File: config.mk
export PLATFORM = sky130hd
export DESIGN_NAME = stack_control_unit_flat
export DESIGN_NICKNAME = d
export VERILOG_FILES = /design/src/rtl/stack_control_unit_if.sv /design/src/rtl/stack_control_unit.sv /design/src/flat_wrapper.sv
export SDC_FILE = /design/constraint.sdc
export NUM_CORES = 1
export LEC_CHECK = 0
export BUFFER_PORTS_ARGS = -buffer_cell sky130_fd_sc_hd__buf_2
export CORE_MARGIN = 2
export CORE_UTILIZATION = 43
export CTS_CLUSTER_SIZE = 14
export DETAILED_ROUTE_END_ITERATION = 12
export PLACE_DENSITY_LB_ADDON = 0.2
export SETUP_SLACK_MARGIN = 0.02
export SLEW_MARGIN = 30
export SYNTH_ARGS = -nofsm -noshare
export SYNTH_HDL_FRONTEND = slang
export SYNTH_SLANG_ARGS = --single-unit
export TNS_END_PERCENT = 100
File: constraint.sdc
create_clock -name clk -period 2.8 [get_ports clk]
set_input_delay 0 -clock clk [delete_from_list [all_inputs] [get_ports clk]]
set_output_delay 0 -clock clk [all_outputs]
set_load 0.03 [all_outputs]
File: src/rtl/stack_control_unit_if.sv
// stack_control_unit_if: bundle between the control unit, instruction ROM, ULA and stack datapath
interface stack_control_unit_if #(
  parameter int PC_W    = 8,
  parameter int DEPTH_W = 5
);
  logic               start;
  logic               cond_true;
  logic [20:0]        instr;
  logic [PC_W-1:0]    pc;
  logic [15:0]        din_UC;
  logic [4:0]         opcode;
  logic               wren;
  logic               controle_pilha;
  logic               clk_pilha;
  logic               clk_temp1;
  logic               clk_temp2;
  logic               load_temp1;
  logic               load_temp2;
  logic               busy;
  logic               halted;
  logic               error;
  logic [DEPTH_W-1:0] depth;
  modport master (
    input  start, cond_true, instr,
    output pc, din_UC, opcode, wren, controle_pilha, clk_pilha, clk_temp1, clk_temp2,
           load_temp1, load_temp2, busy, halted, error, depth
  );
  modport slave (
    output start, cond_true, instr,
    input  pc, din_UC, opcode, wren, controle_pilha, clk_pilha, clk_temp1, clk_temp2,
           load_temp1, load_temp2, busy, halted, error, depth
  );
endinterface

File: src/rtl/stack_control_unit.sv
// stack_control_unit: fetches/decodes ROM instructions and sequences the stack datapath strobes
module stack_control_unit #(
  parameter int PC_W        = 8,
  parameter int STACK_DEPTH = 16,
  parameter int DEPTH_W     = 5
) (
  input logic clk,
  input logic reset,
  stack_control_unit_if.master bus
);
  typedef enum logic [3:0] {
    IDLE, FETCH, DECODE, POPA, LATA, SETB, POPB, LATB, SETX, EXEC, CMP, PUSH, POPS, HALT
  } state_t;
  localparam logic [4:0] OP_PUSH = 5'd1, OP_POP = 5'd2, OP_ADD = 5'd3, OP_CMP = 5'd11;
  localparam logic [4:0] OP_NOT = 5'd12, OP_IF_EQ = 5'd13, OP_IF_LE = 5'd17;
  localparam logic [4:0] OP_GOTO = 5'd18, OP_HALT = 5'd19;
  localparam logic [DEPTH_W-1:0] MAX_D = DEPTH_W'(STACK_DEPTH);
  state_t state, state_n;
  logic [PC_W-1:0] pc_n;
  logic [15:0] din_n;
  logic [4:0] op_n, dop;
  logic [DEPTH_W-1:0] depth_n, need;
  logic wren_n, ctl_n, cp_n, ct1_n, ct2_n, lt1_n, lt2_n, err_n;
  logic dec_bin, dec_if, cur_if, ok;
  always_comb begin
    dop = bus.instr[20:16];
    dec_bin = dop >= OP_ADD && dop <= OP_CMP;
    dec_if = dop >= OP_IF_EQ && dop <= OP_IF_LE;
    cur_if = bus.opcode >= OP_IF_EQ && bus.opcode <= OP_IF_LE;
    need = (dop == OP_POP || dop == OP_NOT) ? DEPTH_W'(1) : (dec_bin || dec_if) ? DEPTH_W'(2) : '0;
    ok = dop == OP_PUSH ? bus.depth < MAX_D : bus.depth >= need;
  end
  // Levels are registered on leaving a state so they sit one cycle ahead of the strobe that uses them
  always_comb begin
    state_n = state;
    pc_n = bus.pc;
    din_n = bus.din_UC;
    op_n = bus.opcode;
    wren_n = bus.wren;
    ctl_n = bus.controle_pilha;
    lt1_n = bus.load_temp1;
    lt2_n = bus.load_temp2;
    cp_n = 1'b0;
    ct1_n = 1'b0;
    ct2_n = 1'b0;
    err_n = bus.error;
    depth_n = bus.depth;
    case (state)
      IDLE, HALT: if (bus.start) begin
        pc_n = '0;
        err_n = 1'b0;
        state_n = FETCH;
      end
      FETCH: state_n = DECODE;
      DECODE: begin
        op_n = dop;
        din_n = bus.instr[15:0];
        wren_n = 1'b0;
        ctl_n = 1'b0;
        lt1_n = 1'b0;
        lt2_n = 1'b0;
        if (!ok) begin
          err_n = 1'b1;
          state_n = HALT;
        end else if (dop == OP_PUSH) begin
          wren_n = 1'b1;
          state_n = PUSH;
        end else if (dop == OP_POP) state_n = POPS;
        else if (dec_bin || dec_if || dop == OP_NOT) begin
          lt1_n = 1'b1;
          state_n = POPA;
        end else if (dop == OP_GOTO) begin
          pc_n = bus.instr[PC_W-1:0];
          state_n = FETCH;
        end else if (dop == OP_HALT) state_n = HALT;
        else begin
          pc_n = bus.pc + 1'b1;
          state_n = FETCH;
        end
      end
      POPA: begin
        cp_n = 1'b1;
        depth_n = bus.depth - 1'b1;
        state_n = LATA;
      end
      LATA: begin
        ct1_n = 1'b1;
        state_n = bus.opcode == OP_NOT ? SETX : SETB;
      end
      SETB: begin
        lt1_n = 1'b0;
        lt2_n = 1'b1;
        state_n = POPB;
      end
      POPB: begin
        cp_n = 1'b1;
        depth_n = bus.depth - 1'b1;
        state_n = LATB;
      end
      LATB: begin
        ct2_n = 1'b1;
        state_n = cur_if ? CMP : SETX;
      end
      SETX: begin
        lt1_n = 1'b0;
        lt2_n = 1'b0;
        wren_n = 1'b1;
        ctl_n = 1'b1;
        state_n = EXEC;
      end
      EXEC, PUSH: begin
        cp_n = 1'b1;
        depth_n = bus.depth + 1'b1;
        pc_n = bus.pc + 1'b1;
        state_n = FETCH;
      end
      POPS: begin
        cp_n = 1'b1;
        depth_n = bus.depth - 1'b1;
        pc_n = bus.pc + 1'b1;
        state_n = FETCH;
      end
      CMP: begin
        pc_n = bus.cond_true ? bus.din_UC[PC_W-1:0] : bus.pc + 1'b1;
        state_n = FETCH;
      end
      default: state_n = IDLE;
    endcase
  end
  always_ff @(posedge clk) begin
    if (!reset) begin
      state <= IDLE;
      bus.pc <= '0;
      bus.din_UC <= '0;
      bus.opcode <= '0;
      bus.wren <= 1'b0;
      bus.controle_pilha <= 1'b0;
      bus.clk_pilha <= 1'b0;
      bus.clk_temp1 <= 1'b0;
      bus.clk_temp2 <= 1'b0;
      bus.load_temp1 <= 1'b0;
      bus.load_temp2 <= 1'b0;
      bus.busy <= 1'b0;
      bus.halted <= 1'b0;
      bus.error <= 1'b0;
      bus.depth <= '0;
    end else begin
      state <= state_n;
      bus.pc <= pc_n;
      bus.din_UC <= din_n;
      bus.opcode <= op_n;
      bus.wren <= wren_n;
      bus.controle_pilha <= ctl_n;
      bus.clk_pilha <= cp_n;
      bus.clk_temp1 <= ct1_n;
      bus.clk_temp2 <= ct2_n;
      bus.load_temp1 <= lt1_n;
      bus.load_temp2 <= lt2_n;
      bus.busy <= !(state_n == IDLE || state_n == HALT);
      bus.halted <= state_n == HALT;
      bus.error <= err_n;
      bus.depth <= depth_n;
    end
  end
endmodule
File: src/flat_wrapper.sv
// flat-port wrapper written by rule: the top's interface ports become plain ports
module stack_control_unit_flat 
#(
  parameter int PC_W        = 8,
  parameter int STACK_DEPTH = 16,
  parameter int DEPTH_W     = 5
)
  (clk, reset, bus_start, bus_cond_true, bus_instr, bus_pc, bus_din_UC, bus_opcode, bus_wren, bus_controle_pilha, bus_clk_pilha, bus_clk_temp1, bus_clk_temp2, bus_load_temp1, bus_load_temp2, bus_busy, bus_halted, bus_error, bus_depth);
  stack_control_unit_if #(.PC_W(PC_W), .DEPTH_W(DEPTH_W)) bus_i ();
  input logic clk;
  input logic reset;
  input wire logic [$bits(bus_i.start)-1:0] bus_start;
  input wire logic [$bits(bus_i.cond_true)-1:0] bus_cond_true;
  input wire logic [$bits(bus_i.instr)-1:0] bus_instr;
  output wire logic [$bits(bus_i.pc)-1:0] bus_pc;
  output wire logic [$bits(bus_i.din_UC)-1:0] bus_din_UC;
  output wire logic [$bits(bus_i.opcode)-1:0] bus_opcode;
  output wire logic [$bits(bus_i.wren)-1:0] bus_wren;
  output wire logic [$bits(bus_i.controle_pilha)-1:0] bus_controle_pilha;
  output wire logic [$bits(bus_i.clk_pilha)-1:0] bus_clk_pilha;
  output wire logic [$bits(bus_i.clk_temp1)-1:0] bus_clk_temp1;
  output wire logic [$bits(bus_i.clk_temp2)-1:0] bus_clk_temp2;
  output wire logic [$bits(bus_i.load_temp1)-1:0] bus_load_temp1;
  output wire logic [$bits(bus_i.load_temp2)-1:0] bus_load_temp2;
  output wire logic [$bits(bus_i.busy)-1:0] bus_busy;
  output wire logic [$bits(bus_i.halted)-1:0] bus_halted;
  output wire logic [$bits(bus_i.error)-1:0] bus_error;
  output wire logic [$bits(bus_i.depth)-1:0] bus_depth;
  assign bus_i.start = bus_start;
  assign bus_i.cond_true = bus_cond_true;
  assign bus_i.instr = bus_instr;
  assign bus_pc = bus_i.pc;
  assign bus_din_UC = bus_i.din_UC;
  assign bus_opcode = bus_i.opcode;
  assign bus_wren = bus_i.wren;
  assign bus_controle_pilha = bus_i.controle_pilha;
  assign bus_clk_pilha = bus_i.clk_pilha;
  assign bus_clk_temp1 = bus_i.clk_temp1;
  assign bus_clk_temp2 = bus_i.clk_temp2;
  assign bus_load_temp1 = bus_i.load_temp1;
  assign bus_load_temp2 = bus_i.load_temp2;
  assign bus_busy = bus_i.busy;
  assign bus_halted = bus_i.halted;
  assign bus_error = bus_i.error;
  assign bus_depth = bus_i.depth;
  stack_control_unit #(.PC_W(PC_W), .STACK_DEPTH(STACK_DEPTH), .DEPTH_W(DEPTH_W)) u_core (.clk(clk), .reset(reset), .bus(bus_i));
endmodule
[Yosys cells after proc, flatten, opt, wreduce, memory -nomap -nowiden]
Index checks and enable logic that the tools add are counted.
Cells by class
  add/subtract/negate cells: 3
  order comparisons: 8
  equality and inequality tests: 27
  muxes and demuxes: 39
  reductions and logical operators: 26
Operators by type and width (count)
  $mux 8: 8
  $pmux 4 s10: 1
  $mux 4: 8
  $pmux 8 s4: 1
  $eq 4x4->1 const B: 7
  $eq 4x3->1 const B: 4
  $mux 1: 12
  $eq 5x4->1 const B: 2
  $eq 5x5->1 const B: 2
  $ge 5x4->1 const B: 2
  $le 5x5->1 const B: 2
  $ne 2x2->1 const B: 5
  $pmux 1 s2: 5
  $pmux 5 s2: 1
  $reduce_bool 2->1: 5
  $add 8x1->8 const B: 1
  $eq 4x2->1 const B: 2
  $logic_not 4->1: 2
  $reduce_or 2->1: 4
  $reduce_and 7->1: 1
  $reduce_or 3->1: 2
  $add 5x1->5 const B: 1
  $eq 5x1->1 const B: 1
  $eq 5x2->1 const B: 1
  other kinds (17): 23
Storage, ports and cells
  register bits after elaboration: 48
  input port bits: 25
  output and inout port bits: 44
  word-level logic and storage cells: 118

[Logic depth before layout (Yosys ltp)]
  depth in word-level cells: 12
  mapped depth: 12
  gate-level depth less buffers: 11

[Worst setup path before layout]
Ideal clock, no wire load.
  path type: reg-to-reg
  start point: register u_core.state[1]
  end point: register u_core.bus.depth[4] (netlist bit)
  library setup time: 0.128 ns
  data arrival time: 2.358 ns
  required time: 2.672 ns
  path slack: 0.314 ns
  stages on the path, launching flop included: 12
  buffers on the path: 3
  period minus slack after synthesis: 2.486 ns
  cell sequence: dfxtp_1 > buf_2 > buf_2 > buf_2 > o31ai_1 > ha_1 > a21o_1 > a21oi_1 > nor3_1 > a21o_1 > xnor2_1 > nor2_1
Between the ends
  word-level cells in the longest chain between the ends: 3
  elaborated cells between the ends (all ways): 9
  those cells by class: eq/ne: 5; mux: 1; reduce/logical: 3
Ends and longest elaborated chain
  start: declaration: line stack_control_unit.sv:18  | state_t state, state_n;
  start signal: assignment: line stack_control_unit.sv:148  | state <= state_n;
  $eq 4x2->1, or another cell as far along: line stack_control_unit.sv:48  | case (state)
  $reduce_or 3->1 (no source line) / $reduce_or 2->1 (equally long branches)
  $pmux 5 s2 / $reduce_bool 2->1 (equally long branches)
  end signal: assignment: line stack_control_unit.sv:162  | bus.depth <= depth_n;
  end: declaration: line stack_control_unit_if.sv:26  | load_temp1, load_temp2, busy, halted, error, depth
Parallel ways exist; a longest one is shown, timed or not.
A chain may end at the register's enable or synchronous reset.

[Worst setup path after layout]
  start point: input bus_instr[18]
  end point: register u_core.bus.pc[3]
Between the ends
  word-level cells in the longest chain between the ends: 9
  elaborated cells between the ends (all ways): 30
  those cells by class: order compare: 5; eq/ne: 10; mux: 9; reduce/logical: 6
Ends and longest elaborated chain
  start: declaration: line flat_wrapper.sv:14  | input wire logic [$bits(bus_i.instr)-1:0] bus_instr;
  $ge 5x2->1, or another cell as far along: line stack_control_unit.sv:27  | dec_bin = dop >= OP_ADD && dop <= OP_CMP;
  $logic_and 1x1->1 (on tied branches): line stack_control_unit.sv:27, stack_control_unit.sv:28
  $logic_or 1x1->1: line stack_control_unit.sv:30, stack_control_unit.sv:69
  $mux 2: line stack_control_unit.sv:30  | need = (dop == OP_POP || dop == OP_NOT) ? DEPTH_W'(1) : (dec_bin || dec_if) ? DEPTH_W'(2) : '0;
  $mux 5: line stack_control_unit.sv:30
  $ge 5x5->1: line stack_control_unit.sv:31  | ok = dop == OP_PUSH ? bus.depth < MAX_D : bus.depth >= need;
  $mux 1: line stack_control_unit.sv:31
  $ne 2x1->1 (no source line)
  $reduce_and 7->1 (no source line)
  end signal: assignment: line stack_control_unit.sv:149  | bus.pc <= pc_n;
  end: declaration: line stack_control_unit_if.sv:25  | output pc, din_UC, opcode, wren, controle_pilha, clk_pilha, clk_temp1, clk_temp2,
Parallel ways exist; a longest one is shown, timed or not. The select of a mux whose other input is x is not followed.

==> metrics <==
status finished clean; commonest non-fill, non-tap cell in the layout buf_2; most frequent cells in the layout buf_2 (68), nand2_1 (61), dfxtp_1 (48); mean number of vias per cell 5.60; vias about 2,800; worst reg2reg startpoint u_core.state[0]$_SDFF_PN0_; Clk network pwr share between 10% and 20%; switching part of the total between 40% and 50%; post-synthesis simple-gate area fraction 25.5%; Avg Inst Size Synth approximately 8.0 µm²; CP cell instances dlygate4sd3_1 -> buf_2 -> nor3_1 -> and2_1 -> o22ai_1 -> ha_1 -> inv_1 -> o21ai_2 -> o211ai_2 -> a21o_1 -> or3_1 -> o221ai_2; DRC 0; Fin Setup TNS 0 ns; Reg clk slew, reported paths 0.09 ns; Synth cell types 62; largest net degree at the start of global routing 29; die width between 80 and 90 µm; worst hold slack between 0.015 and 0.02 ns; post-synthesis mux area share 0.735%; Worst Hold End u_core.bus.opcode[0]$_SDFFE_PN0P_; syn_nets around 370; endpoints failing setup 0; R2R Setup Slk a little over 0.4 ns; WP data required a little over 3 ns; post-synth top area cell dfxtp_1; synthesized area about 2700 µm²; Final period util 92.2%; Wirelength per Cell roughly 15 µm; first-pass GRT wire length 12.1 mm; RSZ-0062 raised after global routing no; share of layout cells above drive strength 1 24.6%; gpl congestion 0.841; DRT antenna net count 0; Post-Syn Instances about 340; clk_skew 0.00957 ns; max_slew headroom 54.2%; CP delay by family, top compound AO/OA/AOI/OAI gates; die area 6990 µm²; Switch Pwr 0.00112 W; Hold Crit Depth 3; nets 449; min cycle time layout 2.58 ns; crit path kind input pin to flip-flop; Worst Path Arrival 2.81 ns; 1st-iter DRT viols around 260; leak pwr 1.41 nW; First-pass DRT Iterations 5; #FFs+latches synth between 40 and 50; max-slew violations 0; post-synthesis compound-gate area fraction 26.6%; TritonCTS buffer count 5; startpoint types input pin; Root Buffer clkbuf_8; internal cell power 0.00141 W; sequential area share after synthesis around a third; HPWL after DPL 5.11 mm; Synth Area in XOR/XNOR 2.25%; antenna cell count 0; synth warn 0; TritonCTS clock tree built; Slew @ Worst Pin roughly 0.68 ns; Clock Latency Late Sink 0.30 ns; clock sink count 48; ys flop type dfxtp_1; Total GRT Usage 20.6%; Max Freq between 300 and 400 MHz; Hold/Removal Path Class input pin to flip-flop; initial antenna violation count 0; Max-Cap Viols 0; combinational share of power 47.7%; row count 28; largest family of logic cells by synthesized area compound AO/OA/AOI/OAI gates; vias in the first global route 2,569; Starting Density 45.2%; critical path endpoint category flip-flop; IO Pins 69; reg-to-reg endpoint u_core.bus.depth[4]$_SDFFE_PN0P_; Die Ht 83.6 µm; EDFF count, synth 0; largest cells by area after synthesis dfxtp_1 (35%), nand2_1 (8.4%), a21oi_1 (6.8%); Post-Synth Adder-Cell Area 3.49%; total congestion overflow 0; final wirelength 7.31 mm; beginning of the worst hold path bus_instr[16]; ys async rst share 0%; sequential share of power 34.8%; Area growth syn-to-layout 24.5%; Yosys top cell area share 35.3%; IR drop worst, VDD roughly 0.00036 V; H-Tree Depth 2; maximum fanout along the worst path 6; slowest cell delay on critical path 0.53 ns; Longest Clk Path Bufs 2; Crit-path slowest cell dlygate4sd3_1; crit path buf inv count 3; reg2reg path depth 8; PwrDens 744 nW/µm²; Hold Vio Cnt, Final 0; IO Port Bufs between 60 and 70; CORE AREA 6030 µm²
-- Yosys cell counts, types with 2 or more instances --
cell       n
a211o_1    2
a21o_1     5
a21oi_1   37
a31oi_1    5
a32o_1     6
a32oi_1    2
and2_1     6
and3_1     4
buf_2     15
buf_6      2
clkbuf_1   6
dfxtp_1   48
ha_1       6
inv_1     10
mux2i_1    2
nand2_1   61
nand2b_1   8
nand3_1    4
nand4_1    3
nand4b_1   3
nor2_1    20
nor2_2     2
nor2b_1    3
nor3_1    10
nor4_1     2
o211ai_1   3
o211ai_2   2
o21ai_0   12
o21ai_2    2
o221ai_2   5
o22ai_1    2
o31a_1     3
o32a_1     2
or3_1      3
xnor2_1    5
xor2_1     2
-- registers in the layout (all words and copies together), names as in the netlist --
signal and cells:
u_core.bus.din_UC 16, u_core.bus.pc 8, u_core.bus.depth 5, u_core.bus.opcode 5, u_core.state 4, u_core.bus.busy 1, u_core.bus.clk_pilha 1, u_core.bus.clk_temp1 1
u_core.bus.clk_temp2 1, u_core.bus.controle_pilha 1, u_core.bus.error 1, u_core.bus.halted 1, u_core.bus.load_temp1 1, u_core.bus.load_temp2 1, u_core.bus.wren 1
-- metal layers --
metal / up-vias / track usage [%] / routed length (µm)
li1: 1380 / - / -
met2: 100 / 34.3 / 3520
met5: - / 0 / 0
met1: 1269 / 26.3 / 3240
met4: 0 / 6.01 / 114
met3: 11 / 5.24 / 431
-- layout make-up --
cell class | count | area (µm²)
Clock inverter | 2 | 15.0
Sequential cell | 48 | 961
Fill cell | 559 | 2630
Clock buffer | 6 | 82.6
Multi-Input combinational cell | 256 | 1610
Inverter | 11 | 41.3
Tap cell | 75 | 93.8
Timing Repair Buffer | 95 | 588
-- power groups by stage --
stage,sequential [W],combinational (W),clock [W]
detailed placement,0.000889,0.00117,0
CTS,0.000875,0.00119,0.000458
global placement,0.000889,0.00115,0
global route,0.000890,0.00130,0.000485
floorplan,0.00102,0.000739,0
finish,0.000877,0.00120,0.000442
-- kinds of logic (layout without fill, tap and decap cells) --
| kind of cell | after synthesis | after routing |
|---|---|---|
| AO/OA/AOI/OAI | 101 | 101 |
| XOR/XNOR | 7 | 7 |
| adder cells (fa/ha/maj) | 7 | 7 |
| buffers and inverters | 35 | 114 |
| flip-flops | 48 | 48 |
| multiplexers | 2 | 2 |
| AND/OR/NAND/NOR | 139 | 139 |
-- worst min-delay path, stage by stage --
cell	delay (ns)
buf_2	0.16
nand2_1	0.07
a21oi_1	0.05
-- how the worst max path moves through the flow --
stage / startpoint / endpoint / slack, ns / cells past startpoint
finish: bus_instr[18] / u_core.bus.pc[3]$_SDFFE_PN0P_ / 0.22 / 12
global route: bus_instr[18] / u_core.bus.pc[3]$_SDFFE_PN0P_ / 0.06 / 12
CTS: bus_instr[18] / u_core.bus.pc[3]$_SDFFE_PN0P_ / 0.15 / 12
detailed placement: bus_instr[17] / u_core.bus.pc[3]$_SDFFE_PN0P_ / 0.35 / 11
global placement: bus_instr[17] / u_core.bus.pc[4]$_SDFFE_PN0P_ / 0.39 / 11
floorplan: u_core.state[1]$_SDFF_PN0_ / u_core.bus.depth[4]$_SDFFE_PN0P_ / 0.31 / 11
-- per-stage QoR --
stage	cell area [µm²]	util [%]	total power [W]	setup slack, ns	cells
6_report	3390	56.3	0.00252	0.219	493
5_1_grt	3390	56.3	0.00268	0.0630	493
4_1_cts	3390	56.2	0.00252	0.146	493
3_5_place_dp	3110	51.6	0.00205	0.349	467
3_3_place_gp	3110	51.6	0.00204	0.395	467
2_1_floorplan	2720	-	0.00176	0.314	339
-- what timing repair did --
action / CTS / global route
hold buffers: 18 / 0
endpoints found under the setup margin: 0 / 6
setup buffers: 0 / 0
resized for setup: 0 / 1
hold endpoints to repair: 18 / 0
No activity file was read; power rests on OpenSTA's default activity.
